[src/rtl/fc_pkg.sv]
// Shared types for the pipeline flow-control unit: FSM encodings, hold/bubble vectors, x0 index.
// No logic; imported by flow_ctrl and its sub-module.
// No flow control of its own.
package fc_pkg;

    typedef enum logic [1:0] {
        ST_RUN      = 2'd0,
        ST_MEM_WAIT = 2'd1,
        ST_ERR      = 2'd2
    } fc_state_e;

    localparam logic [4:0] REG_ZERO = 5'h0;

    typedef struct packed {
        logic pc;
        logic ifid;
        logic idex;
        logic exmem;
        logic memwb;
    } fc_bk_t;

    typedef struct packed {
        logic ifid;
        logic idex;
        logic exmem;
        logic memwb;
    } fc_flush_t;

endpackage

[src/rtl/flow_ctrl_if.sv]
// Bundle between the pipeline and the flow-control unit: hazard inputs, hold/bubble outputs, counters.
// Pure wiring, zero latency.
// Carries the hold (bk) signals that are the pipeline's backpressure.
interface flow_ctrl_if #(
    parameter int CNT_W = 16
);
    logic [4:0]       id_rs1_raddr_i;
    logic             id_rs1_re_i;
    logic [4:0]       id_rs2_raddr_i;
    logic             id_rs2_re_i;
    logic             idex_mem_re_i;
    logic [4:0]       idex_reg_waddr_i;
    logic             ex_jump_i;
    logic             mem_req_i;
    logic             mem_ack_i;

    logic             fc_bk_pc_o;
    logic             fc_bk_ifid_o;
    logic             fc_bk_idex_o;
    logic             fc_bk_exmem_o;
    logic             fc_bk_memwb_o;
    logic             fc_flush_ifid_o;
    logic             fc_flush_idex_o;
    logic             fc_flush_exmem_o;
    logic             fc_flush_memwb_o;
    logic [CNT_W-1:0] fc_stall_cnt_o;
    logic [CNT_W-1:0] fc_flush_cnt_o;
    logic             fc_err_o;

    modport master (
        output id_rs1_raddr_i, id_rs1_re_i, id_rs2_raddr_i, id_rs2_re_i,
               idex_mem_re_i, idex_reg_waddr_i, ex_jump_i, mem_req_i, mem_ack_i,
        input  fc_bk_pc_o, fc_bk_ifid_o, fc_bk_idex_o, fc_bk_exmem_o, fc_bk_memwb_o,
               fc_flush_ifid_o, fc_flush_idex_o, fc_flush_exmem_o, fc_flush_memwb_o,
               fc_stall_cnt_o, fc_flush_cnt_o, fc_err_o
    );

    modport slave (
        input  id_rs1_raddr_i, id_rs1_re_i, id_rs2_raddr_i, id_rs2_re_i,
               idex_mem_re_i, idex_reg_waddr_i, ex_jump_i, mem_req_i, mem_ack_i,
        output fc_bk_pc_o, fc_bk_ifid_o, fc_bk_idex_o, fc_bk_exmem_o, fc_bk_memwb_o,
               fc_flush_ifid_o, fc_flush_idex_o, fc_flush_exmem_o, fc_flush_memwb_o,
               fc_stall_cnt_o, fc_flush_cnt_o, fc_err_o
    );

endinterface

[src/rtl/fc_hazard_detect.sv]
// Load-use detector: instr in EX loads a register that the instr in ID reads.
// Combinational, 0 cycles.
// No flow control; the result feeds the hold/bubble mux in flow_ctrl.
module fc_hazard_detect
    import fc_pkg::*;
(
    input  logic [4:0] id_rs1_raddr_i,
    input  logic       id_rs1_re_i,
    input  logic [4:0] id_rs2_raddr_i,
    input  logic       id_rs2_re_i,
    input  logic       idex_mem_re_i,
    input  logic [4:0] idex_reg_waddr_i,
    output logic       hazard_o
);
    logic rs1_hit;
    logic rs2_hit;

    always_comb begin
        rs1_hit  = id_rs1_re_i && (id_rs1_raddr_i == idex_reg_waddr_i);
        rs2_hit  = id_rs2_re_i && (id_rs2_raddr_i == idex_reg_waddr_i);
        // x0 is hardwired zero, so a load targeting it never creates a dependency
        hazard_o = idex_mem_re_i && (idex_reg_waddr_i != REG_ZERO) && (rs1_hit || rs2_hit);
    end

endmodule

[src/rtl/flow_ctrl.sv]
// Pipeline hold/bubble generator (mem wait > jump > load-use) with stall/flush counters; FC_TIMEOUT_EN adds a watchdog.
// bk/flush are combinational (0 cycles) from state+inputs; FSM, counters and error flag are registered.
// Memory wait holds pc..ex_mem and bubbles mem_wb until ack; held stages keep lower-priority events pending.
module flow_ctrl
    import fc_pkg::*;
#(
    parameter int CNT_W          = 16,
    parameter int TIMEOUT_CYCLES = 64
) (
    input  logic       clk,
    input  logic       rst_n,
    flow_ctrl_if.slave fc
);
    localparam logic [CNT_W-1:0] CNT_MAX = '1;

    fc_state_e        state_q, state_d;
    logic             hazard;
    logic             mem_stall;
    logic             err_cyc;
    logic             timeout;
    fc_bk_t           bk_raw, bk;
    fc_flush_t        fl_raw, fl;
    logic [CNT_W-1:0] stall_cnt_q, stall_cnt_d;
    logic [CNT_W-1:0] flush_cnt_q, flush_cnt_d;

    fc_hazard_detect u_hazard (
        .id_rs1_raddr_i   (fc.id_rs1_raddr_i),
        .id_rs1_re_i      (fc.id_rs1_re_i),
        .id_rs2_raddr_i   (fc.id_rs2_raddr_i),
        .id_rs2_re_i      (fc.id_rs2_re_i),
        .idex_mem_re_i    (fc.idex_mem_re_i),
        .idex_reg_waddr_i (fc.idex_reg_waddr_i),
        .hazard_o         (hazard)
    );

`ifdef FC_TIMEOUT_EN
    localparam int                WAIT_W    = (TIMEOUT_CYCLES > 2) ? $clog2(TIMEOUT_CYCLES) : 1;
    localparam logic [WAIT_W-1:0] WAIT_LAST = WAIT_W'(TIMEOUT_CYCLES - 1);

    logic [WAIT_W-1:0] wait_q, wait_d;
    logic              err_q, err_d;

    always_comb begin
        // Restarts from zero on every entry because RUN is the only way into MEM_WAIT
        wait_d  = (state_q == ST_MEM_WAIT) ? wait_q + WAIT_W'(1) : '0;
        err_d   = err_q || err_cyc;
        timeout = (wait_q == WAIT_LAST);
    end

    always_ff @(posedge clk or negedge rst_n) begin
        if (!rst_n) begin
            wait_q <= '0;
            err_q  <= 1'b0;
        end else begin
            wait_q <= wait_d;
            err_q  <= err_d;
        end
    end

    assign fc.fc_err_o = err_q || err_cyc;
`else
    assign timeout     = 1'b0;
    assign fc.fc_err_o = 1'b0;
`endif

    always_comb begin
        mem_stall = 1'b0;
        state_d   = state_q;
        case (state_q)
            ST_RUN: begin
                mem_stall = fc.mem_req_i && !fc.mem_ack_i;
                if (fc.mem_req_i && !fc.mem_ack_i) state_d = ST_MEM_WAIT;
            end
            ST_MEM_WAIT: begin
                mem_stall = !fc.mem_ack_i;
                if (fc.mem_ack_i)  state_d = ST_RUN;
                else if (timeout)  state_d = ST_ERR;
            end
            default: state_d = ST_RUN;
        endcase
        err_cyc = (state_q == ST_ERR);
    end

    always_comb begin
        bk_raw = '0;
        fl_raw = '0;
        if (err_cyc) begin
            fl_raw = '1;
        end else if (mem_stall) begin
            bk_raw.pc    = 1'b1;
            bk_raw.ifid  = 1'b1;
            bk_raw.idex  = 1'b1;
            bk_raw.exmem = 1'b1;
            fl_raw.memwb = 1'b1;
        end else if (fc.ex_jump_i) begin
            fl_raw.ifid  = 1'b1;
            fl_raw.idex  = 1'b1;
        end else if (hazard) begin
            bk_raw.pc    = 1'b1;
            bk_raw.ifid  = 1'b1;
            fl_raw.idex  = 1'b1;
        end
        // A held register must not also load a bubble
        bk = rst_n ? bk_raw : '0;
        fl = rst_n ? (fl_raw & ~{bk.ifid, bk.idex, bk.exmem, bk.memwb}) : '0;
    end

    always_comb begin
        stall_cnt_d = (bk.pc && (stall_cnt_q != CNT_MAX)) ? stall_cnt_q + CNT_W'(1) : stall_cnt_q;
        flush_cnt_d = ((|fl) && (flush_cnt_q != CNT_MAX)) ? flush_cnt_q + CNT_W'(1) : flush_cnt_q;
    end

    always_ff @(posedge clk or negedge rst_n) begin
        if (!rst_n) begin
            state_q     <= ST_RUN;
            stall_cnt_q <= '0;
            flush_cnt_q <= '0;
        end else begin
            state_q     <= state_d;
            stall_cnt_q <= stall_cnt_d;
            flush_cnt_q <= flush_cnt_d;
        end
    end

    assign fc.fc_bk_pc_o       = bk.pc;
    assign fc.fc_bk_ifid_o     = bk.ifid;
    assign fc.fc_bk_idex_o     = bk.idex;
    assign fc.fc_bk_exmem_o    = bk.exmem;
    assign fc.fc_bk_memwb_o    = bk.memwb;
    assign fc.fc_flush_ifid_o  = fl.ifid;
    assign fc.fc_flush_idex_o  = fl.idex;
    assign fc.fc_flush_exmem_o = fl.exmem;
    assign fc.fc_flush_memwb_o = fl.memwb;
    assign fc.fc_stall_cnt_o   = stall_cnt_q;
    assign fc.fc_flush_cnt_o   = flush_cnt_q;

endmodule

[src/flat_wrapper.sv]
// flat-port wrapper written by rule: the top's interface ports become plain ports
module flow_ctrl_flat import fc_pkg::*;
#(
    parameter int CNT_W          = 16,
    parameter int TIMEOUT_CYCLES = 64
)
  (clk, rst_n, fc_id_rs1_raddr_i, fc_id_rs1_re_i, fc_id_rs2_raddr_i, fc_id_rs2_re_i, fc_idex_mem_re_i, fc_idex_reg_waddr_i, fc_ex_jump_i, fc_mem_req_i, fc_mem_ack_i, fc_fc_bk_pc_o, fc_fc_bk_ifid_o, fc_fc_bk_idex_o, fc_fc_bk_exmem_o, fc_fc_bk_memwb_o, fc_fc_flush_ifid_o, fc_fc_flush_idex_o, fc_fc_flush_exmem_o, fc_fc_flush_memwb_o, fc_fc_stall_cnt_o, fc_fc_flush_cnt_o, fc_fc_err_o);
  flow_ctrl_if #(.CNT_W(CNT_W)) fc_i ();
  input  logic clk;
  input  logic rst_n;
  input wire logic [$bits(fc_i.id_rs1_raddr_i)-1:0] fc_id_rs1_raddr_i;
  input wire logic [$bits(fc_i.id_rs1_re_i)-1:0] fc_id_rs1_re_i;
  input wire logic [$bits(fc_i.id_rs2_raddr_i)-1:0] fc_id_rs2_raddr_i;
  input wire logic [$bits(fc_i.id_rs2_re_i)-1:0] fc_id_rs2_re_i;
  input wire logic [$bits(fc_i.idex_mem_re_i)-1:0] fc_idex_mem_re_i;
  input wire logic [$bits(fc_i.idex_reg_waddr_i)-1:0] fc_idex_reg_waddr_i;
  input wire logic [$bits(fc_i.ex_jump_i)-1:0] fc_ex_jump_i;
  input wire logic [$bits(fc_i.mem_req_i)-1:0] fc_mem_req_i;
  input wire logic [$bits(fc_i.mem_ack_i)-1:0] fc_mem_ack_i;
  output wire logic [$bits(fc_i.fc_bk_pc_o)-1:0] fc_fc_bk_pc_o;
  output wire logic [$bits(fc_i.fc_bk_ifid_o)-1:0] fc_fc_bk_ifid_o;
  output wire logic [$bits(fc_i.fc_bk_idex_o)-1:0] fc_fc_bk_idex_o;
  output wire logic [$bits(fc_i.fc_bk_exmem_o)-1:0] fc_fc_bk_exmem_o;
  output wire logic [$bits(fc_i.fc_bk_memwb_o)-1:0] fc_fc_bk_memwb_o;
  output wire logic [$bits(fc_i.fc_flush_ifid_o)-1:0] fc_fc_flush_ifid_o;
  output wire logic [$bits(fc_i.fc_flush_idex_o)-1:0] fc_fc_flush_idex_o;
  output wire logic [$bits(fc_i.fc_flush_exmem_o)-1:0] fc_fc_flush_exmem_o;
  output wire logic [$bits(fc_i.fc_flush_memwb_o)-1:0] fc_fc_flush_memwb_o;
  output wire logic [$bits(fc_i.fc_stall_cnt_o)-1:0] fc_fc_stall_cnt_o;
  output wire logic [$bits(fc_i.fc_flush_cnt_o)-1:0] fc_fc_flush_cnt_o;
  output wire logic [$bits(fc_i.fc_err_o)-1:0] fc_fc_err_o;
  assign fc_i.id_rs1_raddr_i = fc_id_rs1_raddr_i;
  assign fc_i.id_rs1_re_i = fc_id_rs1_re_i;
  assign fc_i.id_rs2_raddr_i = fc_id_rs2_raddr_i;
  assign fc_i.id_rs2_re_i = fc_id_rs2_re_i;
  assign fc_i.idex_mem_re_i = fc_idex_mem_re_i;
  assign fc_i.idex_reg_waddr_i = fc_idex_reg_waddr_i;
  assign fc_i.ex_jump_i = fc_ex_jump_i;
  assign fc_i.mem_req_i = fc_mem_req_i;
  assign fc_i.mem_ack_i = fc_mem_ack_i;
  assign fc_fc_bk_pc_o = fc_i.fc_bk_pc_o;
  assign fc_fc_bk_ifid_o = fc_i.fc_bk_ifid_o;
  assign fc_fc_bk_idex_o = fc_i.fc_bk_idex_o;
  assign fc_fc_bk_exmem_o = fc_i.fc_bk_exmem_o;
  assign fc_fc_bk_memwb_o = fc_i.fc_bk_memwb_o;
  assign fc_fc_flush_ifid_o = fc_i.fc_flush_ifid_o;
  assign fc_fc_flush_idex_o = fc_i.fc_flush_idex_o;
  assign fc_fc_flush_exmem_o = fc_i.fc_flush_exmem_o;
  assign fc_fc_flush_memwb_o = fc_i.fc_flush_memwb_o;
  assign fc_fc_stall_cnt_o = fc_i.fc_stall_cnt_o;
  assign fc_fc_flush_cnt_o = fc_i.fc_flush_cnt_o;
  assign fc_fc_err_o = fc_i.fc_err_o;
  flow_ctrl #(.CNT_W(CNT_W), .TIMEOUT_CYCLES(TIMEOUT_CYCLES)) u_core (.clk(clk), .rst_n(rst_n), .fc(fc_i));
endmodule
[config.mk]
export PLATFORM = sky130hd
export DESIGN_NAME = flow_ctrl_flat
export DESIGN_NICKNAME = d
export VERILOG_FILES = /design/src/rtl/fc_pkg.sv /design/src/rtl/flow_ctrl_if.sv /design/src/rtl/fc_hazard_detect.sv /design/src/rtl/flow_ctrl.sv /design/src/flat_wrapper.sv
export SDC_FILE = /design/constraint.sdc
export NUM_CORES = 1
export LEC_CHECK = 0
export ABC_AREA = 0
export CORE_UTILIZATION = 44
export CTS_BUF_LIST = sky130_fd_sc_hd__clkbuf_8
export CTS_CLUSTER_DIAMETER = 150
export DETAILED_ROUTE_END_ITERATION = 10
export PLACE_DENSITY_LB_ADDON = 0.08
export SLEW_MARGIN = 20
export SYNTH_ARGS = -nofsm -noshare
export SYNTH_HDL_FRONTEND = slang
export SYNTH_SLANG_ARGS = --single-unit
export TNS_END_PERCENT = 1
[constraint.sdc]
create_clock -name clk -period 5.05 [get_ports clk]
set_input_delay 0.505 -clock clk [delete_from_list [all_inputs] [get_ports clk]]
set_output_delay 0.505 -clock clk [all_outputs]
set_load 0.005 [all_outputs]
==> metrics.log <==
[metrics] vias per cell: 5.31
[metrics] die outline width: 66.8 um
[metrics] Lkg Pwr: 1.09 nW
[metrics] max-slew violation count: 0
[metrics] setup repair after global routing missed its margin: no
[metrics] slowest cell on the critical path: sky130_fd_sc_hd__or4_4
[metrics] Gates resized, CTS repair: 0
[metrics] worst setup path start: fc_idex_reg_waddr_i[1]
[metrics] global route total overflow: 0
[metrics] crit path kind: in -> out
[metrics] final design utilization: 64.2%
[metrics] top-area cell type share of the netlist area: 44.7%
[metrics] ratio of final minimum period to clock period: 63.6%
[metrics] Die ar.: 4460 sq um
[metrics] final total power: 0.847 mW
[metrics] Routed WL per cell: 13.7 um
[metrics] CTS tree: built
[metrics] DR pass1 iterations: 4
[metrics] all-layer global routing usage: 19.7%
[metrics] first-pass GRT wire length: 6.56 mm
[metrics] total count of hold-check failures in the final report: 0
[metrics] number of antenna violations at the first check in global routing: 0
[metrics] highest fanout seen on the critical path: 5
[metrics] count of different cell masters after synthesis: 35
[metrics] post-synthesis cell area: 1850 sq um
[metrics] hold buffer count at cts: 0
[metrics] library cell occupying the most area in the post-synthesis netlist: sky130_fd_sc_hd__dfrtp_1
[metrics] Critical Path Start Type: primary input
[metrics] final WL: 4.13 mm
[metrics] Fin Setup TNS: 0 ns
[metrics] worst IR drop on VDD: 0.000245 V
[metrics] via count: 1,597
[metrics] number of warnings issued by yosys: 0
[metrics] Site Rows: 23
[metrics] worst path required time: 4.55 ns
[metrics] proportion of layout cells with a drive suffix above 1: 7.97%
[metrics] synthesized flop and latch total: 33
[metrics] Max stage delay on crit path: 0.58 ns
[metrics] Post-route DRC: 0
[metrics] synthesized netlist cell count: 185
[metrics] register-to-register setup slack: 2.70 ns
[metrics] power per cell area: 327 nW/um^2
[metrics] result of the run: complete, no violations
[metrics] cells traversed along the worst timing path: clkdlybuf4s50_1 > or4_4 > o21a_4 > a31oi_1 > inv_1 > clkdlybuf4s50_1
[metrics] Commonest cells post-synth: sky130_fd_sc_hd__dfrtp_1 (33), sky130_fd_sc_hd__xor2_1 (25), sky130_fd_sc_hd__nand2_1 (16)
[metrics] pin count of the biggest net entering global routing: 42
[metrics] number of diodes added for antenna fixing: 0
[metrics] total CTS buffers: 5
[metrics] ys async rst share: 100%
[metrics] Longest Clk Path Bufs: 2
[metrics] chip height: 66.8 um
[metrics] count of flip-flops with a built-in enable after synthesis: 0
[metrics] standard cell core area: 4030 sq um
[metrics] worst reg-to-reg path cell count: 7
[metrics] drt initial violations: 66
[metrics] synthesized area per cell: 9.99 sq um
[metrics] clock skew: 0.00285 ns
[metrics] synthesis-to-finish area growth: 40.0%
[metrics] most frequent cell after synthesis: sky130_fd_sc_hd__dfrtp_1
[metrics] Setup Viol. Count Final: 0
[metrics] Worst Tran Pin Value: 0.906 ns
[metrics] Max-slew headroom: 39.0%
[metrics] Post-synth top flop: sky130_fd_sc_hd__dfrtp_1
[metrics] most used cell along the critical path: sky130_fd_sc_hd__clkdlybuf4s50_1
[metrics] number of placed I/O pins: 65
[metrics] routability cong.: 0.780
[metrics] cell types with the largest area share after synthesis: sky130_fd_sc_hd__dfrtp_1 (45%), sky130_fd_sc_hd__xor2_1 (12%), sky130_fd_sc_hd__xnor2_1 (6.6%), sky130_fd_sc_hd__nand4_1 (3.4%), sky130_fd_sc_hd__nor3_1 (3.2%)
[metrics] Filler Cells Inserted: 337
[metrics] count of nets left with antenna violations after detail routing: 0
[metrics] number of input and output port buffers inserted: 61
[metrics] number of nets at the end of the flow: 275
[metrics] H-tree lvl count: 2
[metrics] clock sink count: 33
[metrics] proportion of synthesized chip area in sequential cells: 44.7%
[metrics] highest attainable clock frequency: 311 MHz
[metrics] Reg clk slew, reported paths: 0.07 ns
[metrics] Worst-Skew Late Latency: 0.28 ns
[metrics] path category of the worst min-delay check: in -> async
[metrics] CP arrival: 2.71 ns
[metrics] post-CTS setup repair buffer count: 0
[metrics] beginning of the worst register-to-register path: u_core.fc.fc_stall_cnt_o[0]$_DFFE_PN0P_
[metrics] shortest clock period the worst path allows after layout: 3.21 ns
[metrics] clock root cell: sky130_fd_sc_hd__clkbuf_8
[metrics] vias in the first global route: 1,461
[metrics] category of the worst setup path capture point: output port
[metrics] HPWL reported at the end of detailed placement: 3.03 mm
[metrics] number of maximum-capacitance violations: 0
[metrics] Initial Utilization: 45.9%
## path summary, 6_finish.rpt
path,to
worst min register to register,u_core.fc.fc_stall_cnt_o[15]$_DFFE_PN0P_
min in group clk,u_core.fc.fc_stall_cnt_o[15]$_DFFE_PN0P_
worst max register to register,u_core.fc.fc_stall_cnt_o[13]$_DFFE_PN0P_
worst min-delay path,u_core.fc.fc_stall_cnt_o[0]$_DFFE_PN0P_
worst max-delay path,fc_fc_bk_ifid_o
max in group asynchronous,u_core.fc.fc_flush_cnt_o[11]$_DFFE_PN0P_
## cell families (layout without fill, tap and decap cells)
| kind of cell | Yosys count | in the layout | share of synthesized area, % |
|---|---|---|---|
| AOI/OAI and AO/OA | 12 | 12 | 6.09 |
| xor gates and xnor gates | 39 | 39 | 18.5 |
| adders and majority gates | 2 | 2 | 1.35 |
| buffers and inverters | 11 | 75 | 3.45 |
| DFF | 33 | 33 | 44.7 |
| muxes | 3 | 3 | 2.03 |
| other | 1 | 3 | 0.203 |
| and+or+nand+nor | 84 | 84 | 23.7 |
## worst max-delay path: cells and delay by family
| kind | cells | cell delay, ns |
|---|---|---|
| simple gates | 1 | 0.58 |
| buf+inv | 3 | 1.04 |
| compound gates | 2 | 0.58 |
## power breakdown
part,internal (mW),switching [mW]
clock,0.123,0.0952
sequential,0.314,0.0711
combinational,0.158,0.0851
## state kept, by name, summed over array words and instances (netlist names)
name / cells
u_core.state_q: 1
u_core.fc.fc_stall_cnt_o: 16
u_core.fc.fc_flush_cnt_o: 16
## area by class of cell
class / instances / area, sq um / share of cell area [%]
Clock buffer: 7 / 96.3 / 3.72
Clock inverter: 1 / 5.00 / 0.193
Inverter: 5 / 18.8 / 0.725
Multi-Input combinational cell: 143 / 966 / 37.3
Sequential cell: 33 / 826 / 31.9
Tap cell: 50 / 62.6 / 2.42
Timing Repair Buffer: 62 / 613 / 23.7
## stage by stage
| step | std cells | setup slack (ns) | hold slack [ns] | area (sq um) |
|---|---|---|---|---|
| 2_1_floorplan | 187 | 2.77 | 0.209 | 1860 |
| 3_3_place_gp | 293 | 1.91 | 0.480 | 2490 |
| 3_5_place_dp | 293 | 1.81 | 0.489 | 2490 |
| 4_1_cts | 301 | 1.81 | 0.282 | 2590 |
| 5_1_grt | 301 | 1.69 | 0.301 | 2590 |
| 6_report | 301 | 1.84 | 0.259 | 2590 |
## placed cells by master, fill, tap and decap left out
| cell | synthesis | final |
|---|---|---|
| sky130_fd_sc_hd__a211oi_1 | 1 | 1 |
| sky130_fd_sc_hd__a211oi_4 | 1 | 1 |
| sky130_fd_sc_hd__a21oi_1 | 4 | 4 |
| sky130_fd_sc_hd__a31oi_1 | 1 | 1 |
| sky130_fd_sc_hd__and3_1 | 1 | 1 |
| sky130_fd_sc_hd__and3b_1 | 1 | 1 |
| sky130_fd_sc_hd__and4_1 | 1 | 1 |
| sky130_fd_sc_hd__buf_2 | 0 | 1 |
| sky130_fd_sc_hd__buf_4 | 6 | 1 |
| sky130_fd_sc_hd__clkbuf_8 | 0 | 7 |
| sky130_fd_sc_hd__clkdlybuf4s50_1 | 0 | 60 |
| sky130_fd_sc_hd__clkinv_2 | 0 | 1 |
| sky130_fd_sc_hd__conb_1 | 1 | 3 |
| sky130_fd_sc_hd__dfrtp_1 | 33 | 33 |
| sky130_fd_sc_hd__ha_1 | 2 | 2 |
| sky130_fd_sc_hd__inv_1 | 5 | 5 |
| sky130_fd_sc_hd__mux2_1 | 1 | 1 |
| sky130_fd_sc_hd__mux2_2 | 1 | 1 |
| sky130_fd_sc_hd__mux2_4 | 1 | 1 |
| sky130_fd_sc_hd__nand2_1 | 16 | 16 |
| sky130_fd_sc_hd__nand2b_1 | 1 | 1 |
| sky130_fd_sc_hd__nand3_1 | 11 | 11 |
| sky130_fd_sc_hd__nand4_1 | 10 | 10 |
| sky130_fd_sc_hd__nor2_1 | 15 | 15 |
| sky130_fd_sc_hd__nor2_2 | 1 | 1 |
| sky130_fd_sc_hd__nor2b_1 | 1 | 1 |
| sky130_fd_sc_hd__nor3_1 | 12 | 12 |
| sky130_fd_sc_hd__nor3b_1 | 3 | 3 |
| sky130_fd_sc_hd__nor4_1 | 7 | 7 |
| sky130_fd_sc_hd__nor4b_1 | 2 | 2 |
| sky130_fd_sc_hd__o21a_4 | 1 | 1 |
| sky130_fd_sc_hd__o21ai_1 | 1 | 1 |
| sky130_fd_sc_hd__o21ba_2 | 1 | 1 |
| sky130_fd_sc_hd__o22ai_2 | 1 | 1 |
| sky130_fd_sc_hd__o41ai_2 | 1 | 1 |
| sky130_fd_sc_hd__or2_2 | 1 | 1 |
| sky130_fd_sc_hd__or4_4 | 1 | 1 |
| sky130_fd_sc_hd__xnor2_1 | 14 | 14 |
| sky130_fd_sc_hd__xor2_1 | 25 | 25 |
## per-layer routing
metal	global-route usage, %	part of all wire [%]	vias up
met5	0	0	-
met4	7.98	1.5	0
met3	5.82	9.3	6
met2	31.4	44	62
met1	24.7	45	760
li1	-	-	769
Note: power is estimated with default switching activity, not from simulation.
